File: src/rtl/timer_param_ctrl.sv
`default_nettype none
// ============================================================================
// Module   : timer_param_ctrl
// Purpose  : Programmable countdown timer and parameter store for the
//            anti-theft controller. Holds four 4-bit time parameters
//            (arm, driver door, passenger door, alarm on), generates the
//            1 Hz enable, and counts a selected parameter down to zero,
//            pulsing expired when it gets there.
// Ports    : clock          - system clock, rising edge
//            reset          - synchronous active-high reset
//            reprogram      - write time_value into param[time_param_sel]
//            time_param_sel - parameter index for write and readback
//            time_value     - value to write (seconds)
//            start_timer    - load param[interval] and start counting
//            interval       - parameter index used at start
//            expired        - one-cycle pulse when the countdown ends
//            one_hz_enable  - one-cycle pulse every CLK_HZ cycles
//            busy           - countdown running
//            count          - remaining seconds, 0 when idle
//            param_rd       - combinational readback of param[time_param_sel]
// Revision : 1.0 - initial release
// ============================================================================
module timer_param_ctrl #(
  parameter int CLK_HZ = 50000000
) (
  input  logic       clock,
  input  logic       reset,
  input  logic       reprogram,
  input  logic [1:0] time_param_sel,
  input  logic [3:0] time_value,
  input  logic       start_timer,
  input  logic [1:0] interval,
  output logic       expired,
  output logic       one_hz_enable,
  output logic       busy,
  output logic [3:0] count,
  output logic [3:0] param_rd
);

  localparam int              PW      = (CLK_HZ > 1) ? $clog2(CLK_HZ) : 1;
  localparam logic [PW-1:0]   PRE_MAX = PW'(CLK_HZ - 1);

  localparam logic [3:0] DEF_ARM       = 4'd6;
  localparam logic [3:0] DEF_DRIVER    = 4'd8;
  localparam logic [3:0] DEF_PASSENGER = 4'd15;
  localparam logic [3:0] DEF_ALARM_ON  = 4'd10;

  typedef enum logic [0:0] {
    ST_IDLE = 1'b0,
    ST_RUN  = 1'b1
  } state_t;

  state_t        state_q, state_d;
  logic [PW-1:0] prescaler_q, prescaler_d;
  logic [3:0]    count_q, count_d;
  logic          busy_q, busy_d;
  logic          expired_q, expired_d;
  logic [3:0]    param_q [4];

  logic          w_tick;
  logic [3:0]    w_load_val;

  // The tick is masked during reset so no downstream logic sees a stray
  // second boundary while the block is being cleared.
  assign w_tick        = (prescaler_q == PRE_MAX) && !reset;
  assign w_load_val    = param_q[interval];

  assign one_hz_enable = w_tick;
  assign expired       = expired_q;
  assign busy          = busy_q;
  assign count         = count_q;
  assign param_rd      = param_q[time_param_sel];

  // --------------------------------------------------------------------------
  // Parameter store
  // --------------------------------------------------------------------------
  always_ff @(posedge clock) begin
    if (reset) begin
      param_q[0] <= DEF_ARM;
      param_q[1] <= DEF_DRIVER;
      param_q[2] <= DEF_PASSENGER;
      param_q[3] <= DEF_ALARM_ON;
    end else if (reprogram) begin
      param_q[time_param_sel] <= time_value;
    end
  end

  // --------------------------------------------------------------------------
  // Next-state logic. Priority: reprogram > start_timer > tick.
  // --------------------------------------------------------------------------
  always_comb begin
    state_d     = state_q;
    count_d     = count_q;
    busy_d      = busy_q;
    expired_d   = 1'b0;
    prescaler_d = w_tick ? '0 : prescaler_q + 1'b1;

    if (reprogram) begin
      // A write always aborts a countdown silently.
      state_d = ST_IDLE;
      count_d = 4'd0;
      busy_d  = 1'b0;
    end else if (start_timer) begin
      // Restarting the prescaler makes the first second a full period.
      prescaler_d = '0;
      if (w_load_val != 4'd0) begin
        state_d = ST_RUN;
        count_d = w_load_val;
        busy_d  = 1'b1;
      end else begin
        // Zero-length interval expires immediately; the gate on expired_q
        // keeps back-to-back pulses separated by a low cycle.
        state_d   = ST_IDLE;
        count_d   = 4'd0;
        busy_d    = 1'b0;
        expired_d = !expired_q;
      end
    end else if (state_q == ST_RUN && w_tick) begin
      if (count_q > 4'd1) begin
        count_d = count_q - 4'd1;
      end else begin
        state_d   = ST_IDLE;
        count_d   = 4'd0;
        busy_d    = 1'b0;
        expired_d = !expired_q;
      end
    end
  end

  always_ff @(posedge clock) begin
    if (reset) begin
      state_q     <= ST_IDLE;
      prescaler_q <= '0;
      count_q     <= 4'd0;
      busy_q      <= 1'b0;
      expired_q   <= 1'b0;
    end else begin
      state_q     <= state_d;
      prescaler_q <= prescaler_d;
      count_q     <= count_d;
      busy_q      <= busy_d;
      expired_q   <= expired_d;
    end
  end

endmodule
`default_nettype wire
File: config.mk
export PLATFORM = sky130hd
export DESIGN_NAME = timer_param_ctrl
export DESIGN_NICKNAME = d
export VERILOG_FILES = /design/src/rtl/timer_param_ctrl.sv
export SDC_FILE = /design/constraint.sdc
export NUM_CORES = 1
export LEC_CHECK = 0
export BUFFER_PORTS_ARGS = -buffer_cell sky130_fd_sc_hd__buf_2
export CORE_MARGIN = 1.5
export CORE_UTILIZATION = 25
export CTS_CLUSTER_SIZE = 28
export DETAILED_ROUTE_END_ITERATION = 8
export PLACE_DENSITY = 0.47
export RECOVER_POWER = 50
export SYNTH_ARGS = -nofsm -noshare
export SYNTH_HDL_FRONTEND = slang
export SYNTH_SLANG_ARGS = --single-unit
File: constraint.sdc
create_clock -name clock -period 5 [get_ports clock]
set_input_delay 1 -clock clock [delete_from_list [all_inputs] [get_ports clock]]
set_output_delay 1 -clock clock [all_outputs]
set_load 0.02 [all_outputs]
==> results.md <==
- Outcome: finished, final reports clean
- Post-synth EDFFs: 16
- Hold worst-path end: expired
- N_diodes: 0
- Initial DRC count: 77
- Netlist Area Pre-Place: 2440 um2
- Hold path depth: 1
- Final setup TNS: 0 ns
- DP Area: 2680 um2
- Critical path class: input pin to output pin
- R2R depth: 6
- Total core area: 9370 um2
- Pwr Density: 290 nW/um2
- Final instance count without filler cells: 398
- Layout overhead on the synthesized area: 14.5%
- R2r startpoint: prescaler_q[0]
- Slew Limit Fails: 0
- Final hold vios: 0
- Total gr overflow: 0
- Final ANT Viol Nets: 0
- HP Class: register to register
- Startpoint types: input pin
- Final WL: 5330 um
- CTS sink cnt: 48
- Clock latency on the worst-skew pair: 0.30 ns
- Initial antenna violation count: 0
- Starting Density: 0.260
- Routed len/inst: 13.4 um
- FF-to-FF setup slack: 2.39 ns
- Slew margin rel.: 0.423
- CTS H-tree lvls: 2
- Layout Nets: 284
- Resized Gates After CTS: 0
- Pre-CTS setup slack: 1.63 ns
- # port buffers: 22
- RSZ-0062 raised after global routing: false
- Crit path DAT: 2.43 ns
- Cts hold-fix bufs: 0
- Vias in the first global route: 1786
- Clock buffer depth: 2
- Cells after DPL: 390
- Max-cap viol count: 0
- Reg2reg end: prescaler_q[6]
- Post-route DRC: 0
- I/O pin total: 23
- Setup violators final: 0
- Critical Path Sink Type: output pin
- Flops & latches, synth: 48
- Post-CTS setup buffers: 0
- Clock tree from TritonCTS: done
- Syn Inst Count: 246
- Fill cells: 1009
- Fin worst setup slack: 1.57 ns
- Post-Synthesis Net Count: 262
- Die width: 102 um
- Register area share after synthesis: 0.459
- CP required: 4.00 ns
- Yosys cell types: 36
- Max Fclk: 291 MHz
- Commonest non-fill, non-tap cell in the layout: nor2_1
- Pin count of the biggest net entering global routing: 26
- Routed via count: 1824
- Leakage: 0.918 nW
- Critical path fanouts, max: 10
- Worst-Margin Slew: 0.864 ns
- Vias/cell: 4.58
- Layout cells sized above 1: 0.171
- GRT Util Overall: 0.111
- DIE HEIGHT: 102 um
- Fin crit period: 3.43 ns
- CTS root buf: clkbuf_8
- Gpl congestion: 0.701
- Mean Syn Cell Area: 9.92 um2
- Final Skew: 0.0174 ns
- Final instance area: 2790 um2
- DRT Pass-1 Iters: 4
- Most frequent cells in the layout: nor2_1 (38), dfxtp_1 (32), nand3_1 (22), edfxtp_1 (16), buf_2 (15)
- Fin crit share: 0.687
- Hold_sp: expired
- First-pass GRT wire length: 8960 um
- Fraction of synthesis flops using an asynchronous set or reset pin: 0
- Worst-path clk slew: 0.10 ns
- # rows: 35
- Most used DFF post-synth: dfxtp_1
- DP HPWL: 3970 um
- Ys Warns: 0
- Die area: 10400 um2
- Peak VDD IR: 0.000127 V
- Num CTS Buffers: 5
state kept, by name, indices dropped and copies added (netlist names):
register,cells
busy,1
count,4
expired,1
param_q,16
prescaler_q,26
per-layer routing:
layer | track usage | wire, um | up-vias
met1 | 0.143 | 2470 | 881
met4 | 0.0385 | 62 | 0
li1 | - | - | 913
met2 | 0.188 | 2660 | 26
met3 | 0.0214 | 132 | 4
met5 | 0 | 0 | -
cells in the mapped netlist (all sizes together), types with 4 or more instances:
library cell	number	area (um2)
nor3	7	40.0
nand4	9	56.3
ha	4	50.1
or2	9	56.3
dfxtp	32	641
and2	7	43.8
and3	7	43.8
clkbuf	4	15.0
nand3	23	120
nor3b	4	30.0
edfxtp	16	480
nand2b	9	56.3
xnor2	12	105
nor2	38	143
mux4	8	180
nand2	12	45.0
nor4	6	50.0
xor2	12	105
inv	7	26.3
final cells by class:
type	instances	area, um2	share of cell area
flip-flops and latches	48	1120	0.401
well taps	129	161	0.0578
multi-input cells	184	1260	0.450
clock buffers	7	97.6	0.0349
inverters	7	26.3	0.00940
repair buffers	22	101	0.0363
clock inverters	1	30.0	0.0107
per-stage QoR:
step | util | power (mW) | hold WS [ns]
detailed placement | 0.285 | 0.507 | 0.459
floorplan | - | 0.482 | 0.444
global route | 0.298 | 0.841 | 0.498
global placement | 0.285 | 0.507 | 0.453
finish | 0.298 | 0.811 | 0.463
CTS | 0.299 | 0.820 | 0.476
worst max-delay path, stage by stage:
cell and delay (ns):
clkbuf_1 0.21, or4b_4 0.55, nor2_1 0.12, nand4_1 0.28, inv_1 0.12, buf_2 0.16
logic make-up (layout without fill, tap and decap cells):
logic type | Yosys count | count (layout) | synth area share
AOI/OAI and AO/OA | 10 | 10 | 0.0297
muxes | 9 | 9 | 0.0785
adders and majority gates | 4 | 4 | 0.0205
DFF | 48 | 48 | 0.459
and+or+nand+nor | 137 | 137 | 0.300
xor gates and xnor gates | 24 | 24 | 0.0862
buffers and inverters | 14 | 37 | 0.0256
power breakdown:
| part | switching, mW | leakage, nW | total [mW] | internal [mW] |
|---|---|---|---|---|
| clock network | 0.134 | 0.0636 | 0.314 | 0.180 |
| logic | 0.0412 | 0.438 | 0.0711 | 0.0299 |
| registers | 0.00959 | 0.416 | 0.426 | 0.416 |
worst max path at each step:
stage,cells past startpoint,end,slack (ns),from
after floorplan,5,one_hz_enable,1.91,reset
after global placement,6,one_hz_enable,1.69,reset
after detailed placement,6,one_hz_enable,1.63,reset
after CTS,6,one_hz_enable,1.63,reset
after global routing,6,one_hz_enable,1.40,reset
final,6,one_hz_enable,1.57,reset
(Power assumes the default switching activity.)
